**src/rtl/watch_pkg.sv**
```systemverilog
// Shared constants and field types for the watch timekeeping datapath.
// Optional build macro WATCH_HOUR12_EN selects the 12-hour constants in the top.
package watch_pkg;

  localparam int MSEC_MOD = 100;
  localparam int SEC_MOD  = 60;
  localparam int MIN_MOD  = 60;
  localparam int HOUR_MOD = 24;

  localparam int MSEC_W = 7;
  localparam int SEC_W  = 6;
  localparam int MIN_W  = 6;
  localparam int HOUR_W = 5;

  // 12-hour display: hour runs HOUR12_FIRST..HOUR12_FIRST+HOUR12_MOD-1 (1..12),
  // and the AM/PM flag flips when the hour leaves HOUR12_PM_FLIP (11 -> 12).
  localparam int HOUR12_MOD     = 12;
  localparam int HOUR12_FIRST   = 1;
  localparam int HOUR12_RESET   = 12;
  localparam int HOUR12_PM_FLIP = 11;

  typedef logic [MSEC_W-1:0] msec_t;
  typedef logic [SEC_W-1:0]  sec_t;
  typedef logic [MIN_W-1:0]  min_t;
  typedef logic [HOUR_W-1:0] hour_t;

endpackage

```
**src/rtl/watch_time_counter_if.sv**
```systemverilog
// Control and time-value bundle between the watch controller and the
// timekeeping datapath. The datapath takes the slave side.
// Optional build macro WATCH_HOUR12_EN changes only the meaning of hour/o_pm.
interface watch_time_counter_if;

  logic              i_run;
  logic              i_clear;
  logic              i_sec_up;
  logic              i_min_up;
  logic              i_hour_up;
  watch_pkg::msec_t  msec;
  watch_pkg::sec_t   sec;
  watch_pkg::min_t   min;
  watch_pkg::hour_t  hour;
  logic              o_pm;
  logic              o_sec_tick;

  modport master (
    output i_run, i_clear, i_sec_up, i_min_up, i_hour_up,
    input  msec, sec, min, hour, o_pm, o_sec_tick
  );

  modport slave (
    input  i_run, i_clear, i_sec_up, i_min_up, i_hour_up,
    output msec, sec, min, hour, o_pm, o_sec_tick
  );

endinterface

```
**src/rtl/watch_field_counter.sv**
```systemverilog
// One cascaded time field: counts MIN_VAL..MIN_VAL+MOD-1 and wraps.
// Advances on either a manual increment or a carry from the field below;
// the top guarantees the two never request an advance in the same cycle.
// carry_out only reflects carry_in, so manual increments never ripple upward.
// Optional build macro WATCH_HOUR12_EN is handled by the top (MIN_VAL=1 for hours).
module watch_field_counter #(
  parameter int MOD     = 60,
  parameter int WIDTH   = 6,
  parameter int MIN_VAL = 0
) (
  input  logic             clk,
  input  logic             reset,
  input  logic             clear,
  input  logic [WIDTH-1:0] load_val,
  input  logic             inc,
  input  logic             carry_in,
  output logic [WIDTH-1:0] value,
  output logic             carry_out
);

  localparam logic [WIDTH-1:0] LOW_VAL  = WIDTH'(MIN_VAL);
  localparam logic [WIDTH-1:0] HIGH_VAL = WIDTH'(MIN_VAL + MOD - 1);

  logic advance;
  logic at_high;

  assign advance   = inc | carry_in;
  assign at_high   = (value == HIGH_VAL);
  assign carry_out = carry_in & at_high;

  // Field register: reset/clear load, otherwise step with wrap on advance
  always_ff @(posedge clk) begin
    if (reset || clear) begin
      value <= load_val;
    end else if (advance) begin
      value <= at_high ? LOW_VAL : value + 1'b1;
    end
  end

endmodule

```
**src/rtl/watch_time_counter.sv**
```systemverilog
// Watch timekeeping datapath: prescaler producing the centisecond tick,
// cascaded msec/sec/min/hour counters with a single-edge carry chain,
// run/stop, synchronous clear and manual per-field setting while stopped.
// Optional build macro WATCH_HOUR12_EN: hour counts 1..12 with an AM/PM flag;
// when undefined hour counts 0..23 and o_pm is tied low.
module watch_time_counter
  import watch_pkg::*;
#(
  parameter int CLK_FREQ   = 100_000_000,
  parameter int TICK_HZ    = 100,
  parameter int RESET_HOUR = 12
) (
  input  logic                 clk,
  input  logic                 reset,
  watch_time_counter_if.slave  bus
);

  localparam int DIV     = CLK_FREQ / TICK_HZ;
  localparam int PRESC_W = (DIV > 1) ? $clog2(DIV) : 1;
  localparam logic [PRESC_W-1:0] PRESC_LAST = PRESC_W'(DIV - 1);

`ifdef WATCH_HOUR12_EN
  localparam int    HOUR_SEL_MOD = HOUR12_MOD;
  localparam int    HOUR_SEL_MIN = HOUR12_FIRST;
  localparam hour_t HOUR_LOAD    = HOUR_W'(HOUR12_RESET);
`else
  localparam int    HOUR_SEL_MOD = HOUR_MOD;
  localparam int    HOUR_SEL_MIN = 0;
  localparam hour_t HOUR_LOAD    = HOUR_W'(RESET_HOUR);
`endif

  logic [PRESC_W-1:0] presc;
  logic               tick;
  logic               up_en;
  logic               sec_inc;
  logic               min_inc;
  logic               hour_inc;
  logic               msec_carry;
  logic               sec_carry;
  logic               min_carry;
  logic               day_carry_unused;
  logic               sec_tick_q;
  msec_t              msec_val;
  sec_t               sec_val;
  min_t               min_val;
  hour_t              hour_val;

  // Tick only fires while running and never in a clear cycle; manual setting
  // is accepted only while stopped, and clear also masks it.
  assign tick     = bus.i_run & ~bus.i_clear & (presc == PRESC_LAST);
  assign up_en    = ~bus.i_run & ~bus.i_clear;
  assign sec_inc  = up_en & bus.i_sec_up;
  assign min_inc  = up_en & bus.i_min_up;
  assign hour_inc = up_en & bus.i_hour_up;

  // Prescaler: counts only while running and holds its partial period when stopped
  always_ff @(posedge clk) begin
    if (reset || bus.i_clear) begin
      presc <= '0;
    end else if (bus.i_run) begin
      presc <= tick ? '0 : presc + 1'b1;
    end
  end

  watch_field_counter #(
    .MOD     (MSEC_MOD),
    .WIDTH   (MSEC_W),
    .MIN_VAL (0)
  ) u_msec (
    .clk       (clk),
    .reset     (reset),
    .clear     (bus.i_clear),
    .load_val  ('0),
    .inc       (1'b0),
    .carry_in  (tick),
    .value     (msec_val),
    .carry_out (msec_carry)
  );

  watch_field_counter #(
    .MOD     (SEC_MOD),
    .WIDTH   (SEC_W),
    .MIN_VAL (0)
  ) u_sec (
    .clk       (clk),
    .reset     (reset),
    .clear     (bus.i_clear),
    .load_val  ('0),
    .inc       (sec_inc),
    .carry_in  (msec_carry),
    .value     (sec_val),
    .carry_out (sec_carry)
  );

  watch_field_counter #(
    .MOD     (MIN_MOD),
    .WIDTH   (MIN_W),
    .MIN_VAL (0)
  ) u_min (
    .clk       (clk),
    .reset     (reset),
    .clear     (bus.i_clear),
    .load_val  ('0),
    .inc       (min_inc),
    .carry_in  (sec_carry),
    .value     (min_val),
    .carry_out (min_carry)
  );

  watch_field_counter #(
    .MOD     (HOUR_SEL_MOD),
    .WIDTH   (HOUR_W),
    .MIN_VAL (HOUR_SEL_MIN)
  ) u_hour (
    .clk       (clk),
    .reset     (reset),
    .clear     (bus.i_clear),
    .load_val  (HOUR_LOAD),
    .inc       (hour_inc),
    .carry_in  (min_carry),
    .value     (hour_val),
    .carry_out (day_carry_unused)
  );

  // Second-tick strobe: registered copy of the msec-to-sec carry
  always_ff @(posedge clk) begin
    if (reset || bus.i_clear) begin
      sec_tick_q <= 1'b0;
    end else begin
      sec_tick_q <= msec_carry;
    end
  end

`ifdef WATCH_HOUR12_EN
  logic hour_adv;
  logic pm_q;

  assign hour_adv = hour_inc | min_carry;

  // AM/PM flag: flips whenever the hour steps from 11 to 12, by carry or by hand
  always_ff @(posedge clk) begin
    if (reset || bus.i_clear) begin
      pm_q <= 1'b0;
    end else if (hour_adv && (hour_val == HOUR_W'(HOUR12_PM_FLIP))) begin
      pm_q <= ~pm_q;
    end
  end

  assign bus.o_pm = pm_q;
`else
  assign bus.o_pm = 1'b0;
`endif

  assign bus.msec       = msec_val;
  assign bus.sec        = sec_val;
  assign bus.min        = min_val;
  assign bus.hour       = hour_val;
  assign bus.o_sec_tick = sec_tick_q;

endmodule

```
**src/flat_wrapper.sv**
```systemverilog
// flat-port wrapper written by rule: the top's interface ports become plain ports
module watch_time_counter_flat import watch_pkg::*;
#(
  parameter int CLK_FREQ   = 100_000_000,
  parameter int TICK_HZ    = 100,
  parameter int RESET_HOUR = 12
)
  (clk, reset, bus_i_run, bus_i_clear, bus_i_sec_up, bus_i_min_up, bus_i_hour_up, bus_msec, bus_sec, bus_min, bus_hour, bus_o_pm, bus_o_sec_tick);
  watch_time_counter_if bus_i ();
  input  logic clk;
  input  logic reset;
  input wire logic [$bits(bus_i.i_run)-1:0] bus_i_run;
  input wire logic [$bits(bus_i.i_clear)-1:0] bus_i_clear;
  input wire logic [$bits(bus_i.i_sec_up)-1:0] bus_i_sec_up;
  input wire logic [$bits(bus_i.i_min_up)-1:0] bus_i_min_up;
  input wire logic [$bits(bus_i.i_hour_up)-1:0] bus_i_hour_up;
  output wire logic [$bits(bus_i.msec)-1:0] bus_msec;
  output wire logic [$bits(bus_i.sec)-1:0] bus_sec;
  output wire logic [$bits(bus_i.min)-1:0] bus_min;
  output wire logic [$bits(bus_i.hour)-1:0] bus_hour;
  output wire logic [$bits(bus_i.o_pm)-1:0] bus_o_pm;
  output wire logic [$bits(bus_i.o_sec_tick)-1:0] bus_o_sec_tick;
  assign bus_i.i_run = bus_i_run;
  assign bus_i.i_clear = bus_i_clear;
  assign bus_i.i_sec_up = bus_i_sec_up;
  assign bus_i.i_min_up = bus_i_min_up;
  assign bus_i.i_hour_up = bus_i_hour_up;
  assign bus_msec = bus_i.msec;
  assign bus_sec = bus_i.sec;
  assign bus_min = bus_i.min;
  assign bus_hour = bus_i.hour;
  assign bus_o_pm = bus_i.o_pm;
  assign bus_o_sec_tick = bus_i.o_sec_tick;
  watch_time_counter #(.CLK_FREQ(CLK_FREQ), .TICK_HZ(TICK_HZ), .RESET_HOUR(RESET_HOUR)) u_core (.clk(clk), .reset(reset), .bus(bus_i));
endmodule
```
**config.mk**
```make
export PLATFORM = sky130hd
export DESIGN_NAME = watch_time_counter_flat
export DESIGN_NICKNAME = d
export VERILOG_FILES = /design/src/rtl/watch_pkg.sv /design/src/rtl/watch_time_counter_if.sv /design/src/rtl/watch_field_counter.sv /design/src/rtl/watch_time_counter.sv /design/src/flat_wrapper.sv
export SDC_FILE = /design/constraint.sdc
export NUM_CORES = 1
export LEC_CHECK = 0
export ABC_AREA = 1
export CAP_MARGIN = 0
export CORE_UTILIZATION = 60
export DETAILED_ROUTE_END_ITERATION = 6
export GPL_TIMING_DRIVEN = 0
export PLACE_DENSITY_LB_ADDON = 0.3
export SYNTH_ARGS = -nofsm -noshare
export SYNTH_HDL_FRONTEND = slang
export SYNTH_HIERARCHICAL = 1
export SYNTH_SLANG_ARGS = --single-unit
```
**constraint.sdc**
```tcl
create_clock -name clk -period 3.9 [get_ports clk]
set_input_delay 1.17 -clock clk [delete_from_list [all_inputs] [get_ports clk]]
set_output_delay 1.17 -clock clk [all_outputs]
set_load 0.02 [all_outputs]
```
==> qor.yml <==
yosys_warnings: 6
min_path_type: "flop to flop"
hold_viol_final: 0
fin_total_pwr_w: 0.00113
cp.arrival_ns: 3.60
max_cap_viol_count: 0
cts_tree: "built"
setup_viol: 0
timing.setup.critical_path_class: "input port to flop"
hpwlAfterDp_um: 4270
diodes: 0
drive_above_1_share_pct: 10.0
regArea_sq_um: 1140
critPathBufInv: 2
hp-start: "u_core/presc[18]"
drc_errors: 0
vias: 2508
chipHeight_um: 70.1
final_nets: 451
clk_latency_ns: 0.31
rrSetupSlack_ns: 1.22
r2r-end: "u_core/u_hour/value[2]"
gp_congestion: 0.887
max-vdd-ir-drop_mv: 0.257
cts_inserted_buffers: 5
slowest_stage: "clkdlybuf4s50_1"
io-pin-count: 33
r2r_cells: 8
crit_required_ns: 3.90
routed_via_density: 5.10
final.fill_count: 347
multi_input_area_sq_um: 1570
dr.pass1.iters: 4
crit_cells: 9
rsz0062_at_grt: "false"
cp_max_fo: 10
whs_path_depth: 2
worstSetupStartpointType: "input port"
skew_ns: 0.00882
finalCritPeriodShare_pct: 92.1
path_common_cell: "nor3b_1"
die-area_sq_um: 4910
die_w_um: 70.1
ctsHoldBuffers: 0
first_iter_violations: 122
syn-instance-count: 377
drt_wl_total_um: 5820
core_region_area_sq_um: 4410
grt_pass1_wl_um: 10300
cts.sinks: 45
cts_max_path_buffers: 2
leakage_nw: 1.39
cts_root_buf: "clkbuf_8"
cts-htree-levels: 2
max_stage_delay_ns: 0.49
start_util_pct: 63.0
grt_antenna_before_repair: 0
fp-row-count: 24
grt_pass1_vias: 2369
end_kind: "flop"
cp_top_family: "simple AND/OR/NAND/NOR gates"
overflow: 0
slew_viol_final: 0
wl_per_cell_um: 11.8
ant_nets: 0
avgSynthCellArea_sq_um: 7.38
startpoint: "bus_i_run"
clk_pin_slew_worst_paths_ns: 0.09
reg2reg_from: "u_core/presc[0]"
holdWs_ns: 0.498
outcome: "completed"
powerDensity_nw_per_um2: 335
area_growth_pct: 20.8
netlist_area_sq_um: 2780
grt_max_degree: 14
endpoint: "u_core/u_hour/value[2]"
portBuffers: 31
grt_usage_pct: 26.2
fin_crit_ns: 3.59
fmax_mhz: 278
path_cells: "clkdlybuf4s50_1 > buf_4 > nand4_1 > nor4_1 > nor3b_2 > nor3b_1 > nor3b_1 > nor2_1 > nand2_1"
## where the power goes
part | leakage, nW | switching, W | total (W) | internal, W
Clock | 0.0528 | 0.000156 | 0.000346 | 0.000189
Combinational | 0.912 | 0.000121 | 0.000211 | 0.0000906
Sequential | 0.420 | 0.0000346 | 0.000569 | 0.000534
## worst min path at each step
stage                                   to  slack (ns)
after CTS                 u_core/presc[18]        0.49
final                     u_core/presc[18]        0.50
after floorplan           u_core/presc[18]        0.45
after global placement    u_core/presc[18]        0.47
after global routing      u_core/presc[18]        0.54
after detailed placement  u_core/presc[18]        0.48
## timing repair
action,CTS,global route
resized for setup,0,2
endpoints found under the setup margin,0,5
setup buffers,0,0
## through the flow
stage	instance area [sq um]	setup slack, ns	TNS (ns)	util, %	std cells
3_5_place_dp	3250	-0.199	-0.993	73.6	484
6_report	3360	0.308	0	76.1	492
4_1_cts	3350	0.104	0	76.0	492
5_1_grt	3360	0.0847	0	76.1	492
3_3_place_gp	3250	-0.125	-0.624	73.6	484
2_1_floorplan	2870	1.00	0	-	401
## metal layers
metal / global-route usage [%] / vias to the layer above / wire length (um)
li1: - / 1309 / -
met1: 33.4 / 1132 / 2570
met2: 45.1 / 59 / 2890
met3: 3.61 / 8 / 298
met5: 0 / - / 0
met4: 9.56 / 0 / 60
## worst register-to-register path, cell delays in order (launching register included)
cell and delay [ns]:
dfxtp_1 0.40, ha_1 0.27, nand4_1 0.13, nor4_1 0.34, nor3b_2 0.40, nor3b_1 0.28, nor3b_1 0.27, nor2_1 0.08
nand2_1 0.21
## cells in the final DEF, fill, tap and decap left out, drive strengths merged, types with 6 or more instances in the layout
| cell | instances |
|---|---|
| clkbuf | 6 |
| clkdlybuf4s50 | 30 |
| conb | 26 |
| dfxtp | 21 |
| edfxtp | 24 |
| inv | 38 |
| nand2 | 118 |
| nand3 | 36 |
| nand4 | 9 |
| nor2 | 77 |
| o21ai | 15 |
| xor2 | 11 |
## flip-flops by register name, summed over array words and instances (netlist names)
name / count
u_core/u_min/value: 6
u_core/presc: 20
u_core/u_msec/value: 7
u_core/u_hour/value: 5
u_core/u_sec/value: 6
u_core/bus.o_sec_tick: 1
## layout make-up
class                   instances  share of cell area [%]
plain buffers                   2                   0.447
flip-flops and latches         45                    34.0
multi-input cells             315                    46.8
well taps                      52                    1.94
inverters                      39                    4.36
clock buffers                   6                    2.16
repair buffers                 31                    9.31
clock inverters                 2                    1.01
No activity file was read; power rests on OpenSTA's default activity.
==> RTL edit 1 (same settings) <==
`TICK_HZ` is set to 100 in 2 places; all go to 200.
--- a/src/rtl/watch_time_counter.sv
+++ b/src/rtl/watch_time_counter.sv
@@ -8,5 +8,5 @@
 #(
   parameter int CLK_FREQ   = 100_000_000,
-  parameter int TICK_HZ    = 100,
+  parameter int TICK_HZ    = 200,
   parameter int RESET_HOUR = 12
 ) (
--- a/src/flat_wrapper.sv
+++ b/src/flat_wrapper.sv
@@ -3,5 +3,5 @@
 #(
   parameter int CLK_FREQ   = 100_000_000,
-  parameter int TICK_HZ    = 100,
+  parameter int TICK_HZ    = 200,
   parameter int RESET_HOUR = 12
 )
Check against the original RTL: same outputs for any inputs over 10 cycles, from zero or initial values; that may be too few to reach the edited logic, so the function may still have changed.
==> RTL edit 1 against the original RTL <==
  * Routed wire length shrank 11%
  * Utilization barely moved
  * Power increased by 4.4%
  * Design area shrank 1.4%
  * Area after synthesis down 2.5%
  * Setup slack improved by 0.074 ns
  * Critical path depth up 2
  * Non-clock buffer count decreased by 1
  * Count of clock-buffer cells in the layout unchanged
  * Sequential cell count fell by 1
  * Clock power up 18%
  * Clock skew increased by 0.0059 ns
  * Critical endpoint unchanged
  * Largest cell class unchanged
==> RTL edit 1: results (changes against the original RTL) <==
- The critical-path maximum fanout is 6 (was 10).
- The peak ir drop on the vdd network was 0.2884 mV (was 0.2573 mV).
- The ratio of routed vias to standard cells came to 4.882 (was 5.098).
- The number of global-route vias before repair is 2177 (was 2369).
- The delay of the slowest critical-path stage is 0.61 ns (was 0.49 ns).
- The area used by sequential logic in the layout was 1121 um2 (was 1141 um2).
- The wire length of the first global-routing pass is 8.866 mm (was 10.33 mm).
- Result of the run: finished, final reports clean (unchanged).
- Registers with the most flip-flops: u_core/presc x19, u_core/u_msec/value x7 (was u_core/presc x20, u_core/u_msec/value x7).
- The fraction of layout instances using a drive strength above 1 came to 0.1327 (was 0.1000).
- The final weighted congestion of routability-driven global placement is 0.8330 (was 0.8865).
- The global-route total usage across every layer is 0.2279 (was 0.2617).
- The clock skew was 0.01467 ns (was 0.008823 ns).
- The portion of the layout cell area used by clock cells is 0.04002 (was 0.03165).
- The number of buffers other than clock buffers in the final layout is 32 (was 33).
- The critical path arrival is 3.51 ns (was 3.60 ns).
- The number of sinks on the clock net is 44 (was 45).
- The combined area of the multi-input logic cells was 1520 um2 (was 1574 um2).
- The post-placement setup slack is -0.03598 ns (was -0.1988 ns).
- The pin count of the biggest net entering global routing is 15 (was 14).
- The number of fill cells in the layout is 319 (was 347).
- The count of cells along the worst register-to-register path came to 10 (was 8).
- The antenna diode instance count is 0 (unchanged).
- The detailed router's first-iteration violation count was 141 (was 122).
- The final layout net count is 433 (was 451).
- The non-clock inverter count in the final layout is 42 (was 39).
- The leakage component of the power is 0.001439 uW (was 0.001385 uW).
## RTL edit 1: path summary, 6_finish.rpt
| check | start | endpoint | slack [ns] |
|---|---|---|---|
| max | bus_i_clear | u_core/u_hour/value[2]$_DFFE_PP_ | 0.38 |
| min | u_core/presc[17]$_SDFFE_PP0P_ | u_core/presc[17]$_SDFFE_PP0P_ | 0.48 |
| max reg2reg | u_core/presc[0]$_SDFFE_PP0P_ | u_core/u_hour/value[2]$_DFFE_PP_ | 1.31 |
| min reg2reg | u_core/presc[17]$_SDFFE_PP0P_ | u_core/presc[17]$_SDFFE_PP0P_ | 0.48 |
## RTL edit 1: through the flow
step / total power, uW / instances / cell area (um2) / util
final: 1175 / 474 / 3314 / 0.7612
after global routing: 1226 / 474 / 3314 / 0.7612
after CTS: 1181 / 474 / 3309 / 0.7601
after detailed placement: 773.9 / 466 / 3177 / 0.7296
after global placement: 768.6 / 466 / 3177 / 0.7296
after floorplan: 690.3 / 383 / 2801 / -
## RTL edit 1: power breakdown
part | switching (uW) | leakage (uW) | total (uW) | internal (uW)
Clock | 152 | 0.0000654 | 408 | 256
Sequential | 34.1 | 0.000412 | 558 | 524
Combinational | 119 | 0.000961 | 209 | 89.6
Total | 305 | 0.00144 | 1170 | 870
## RTL edit 1: layer usage
metal	global-route usage	up-vias	wire length, um
met5	0	-	0
met4	0.07937	0	84
met3	0.05233	10	226
met2	0.4002	46	2487
met1	0.2726	1026	2409
li1	-	1232	-
## RTL edit 1: tightest hold or removal path: stages (launching register included)
cell                      delay [ns]
sky130_fd_sc_hd__dfxtp_1        0.32
sky130_fd_sc_hd__nand2_1        0.06
sky130_fd_sc_hd__a21oi_1        0.05
## RTL edit 1: repair_timing
action	in CTS	in global routing
hold buffers	0	0
gates resized for setup	0	1
endpoints found under the setup margin	0	5
==> RTL edit 2 (same settings) <==
Made on the original files. The option `WATCH_HOUR12_EN` is turned on by a define.
--- a/src/rtl/watch_time_counter.sv
+++ b/src/rtl/watch_time_counter.sv
@@ -4,4 +4,6 @@
 // Optional build macro WATCH_HOUR12_EN: hour counts 1..12 with an AM/PM flag;
 // when undefined hour counts 0..23 and o_pm is tied low.
+`define WATCH_HOUR12_EN
+
 module watch_time_counter
   import watch_pkg::*;
Check against the original RTL: not equivalent (Yosys sat finds a counterexample within 4 cycles, from zero or initial values).
==> RTL edit 2 against the original RTL <==
  * Sequential power is 2% higher
  * Setup slack worse by 0.019 ns
  * Power is 4.5% lower
  * Utilization is 0.085 points lower
  * Non-clock buffer count is 1 lower
  * Clock power is 21% lower
  * Routed wire length is 3.1% lower
  * Sequential share of layout area is 0.63 points higher
  * Critical endpoint is now u_core/u_hour/value[4]$_DFFE_PP_
  * Sequential cell count is 1 higher
  * Fmax is 0.54% lower
  * Area after synthesis is 0.85% higher
  * Register-to-register slack better by 0.26 ns
  * Design area is 0.11% lower
==> RTL edit 2: results (changes against the original RTL) <==
- The met2 layer usage reported by global route came to 0.4063 (was 0.4509).
- The count of placed standard cells in the final layout, fillers left out came to 489 (was 492).
- The endpoint with the worst hold slack was u_core/presc[15]$_SDFFE_PP0P_ (was u_core/presc[18]$_SDFFE_PP0P_).
- The start point of the critical path was bus_i_clear (was bus_i_run).
- The cell total after placement is 481 (was 484).
- The total via count in the routed design came to 2473 (was 2508).
- The clock skew is 0.005727 ns (was 0.008823 ns).
- The first-pass iteration count of the detailed router is 5 (was 4).
- The clock network latency to the later pin of the worst-skew pair is 0.29 ns (was 0.31 ns).
- The hold path startpoint is u_core/presc[15]$_SDFFE_PP0P_ (was u_core/presc[18]$_SDFFE_PP0P_).
- The minimum hold slack is 0.4948 ns (was 0.4983 ns).
- The met3 track utilization from global routing came to 0.04906 (was 0.03608).
- The register-to-register setup slack is 1.48 ns (was 1.22 ns).
- The critical-path maximum fanout is 6 (was 10).
- The post-synthesis cell count is 375 (was 377).
- The peak ir drop on the vdd network is 0.2653 mV (was 0.2573 mV).
- The final layout net count is 449 (was 451).
- The global-route total usage across every layer was 0.2426 (was 0.2617).
- The number of fill cells in the layout is 332 (was 347).
- The amount of wire on met2 after detailed routing was 2.714 mm (was 2.892 mm).
- The final weighted congestion of routability-driven global placement is 0.8599 (was 0.8865).
- The net load switching power is 310.4 uW (was 311.9 uW).
- The detailed router's first-iteration violation count is 97 (was 122).
- The startpoint of the lowest-slack register-to-register path was u_core/presc[13]$_SDFFE_PP0P_ (was u_core/presc[0]$_SDFFE_PP0P_).
- Result of the run: finished, final reports clean (unchanged).
- The count of cells along the worst register-to-register path is 10 (was 8).
- The endpoint of the worst setup timing path is u_core/u_hour/value[4]$_DFFE_PP_ (was u_core/u_hour/value[2]$_DFFE_PP_).
==> RTL edit 2: area by class of cell <==
| type | instances | area (um2) | area share |
|---|---|---|---|
| Buffer | 1 | 11.26 | 0.003354 |
| Multi-Input combinational cell | 309 | 1572 | 0.4681 |
| Tap cell | 52 | 65.06 | 0.01938 |
| Sequential cell | 46 | 1161 | 0.3459 |
| Clock buffer | 8 | 80.08 | 0.02385 |
| Timing Repair Buffer | 31 | 310.3 | 0.09243 |
| Inverter | 42 | 157.7 | 0.04696 |
==> RTL edit 2: worst max-delay path, delay by kind of cell <==
kind                   cells  cell delay (ns)
AND/OR/NAND/NOR            9             1.66
buffers and inverters      2             0.79
==> RTL edit 2: power groups by stage <==
stage / Combinational, uW / Clock (uW) / Sequential, uW
final: 217 / 275 / 583
after global routing: 239 / 304 / 590
after CTS: 216 / 284 / 583
after detailed placement: 215 / 0 / 595
after global placement: 209 / 0 / 592
after floorplan: 101 / 0 / 621
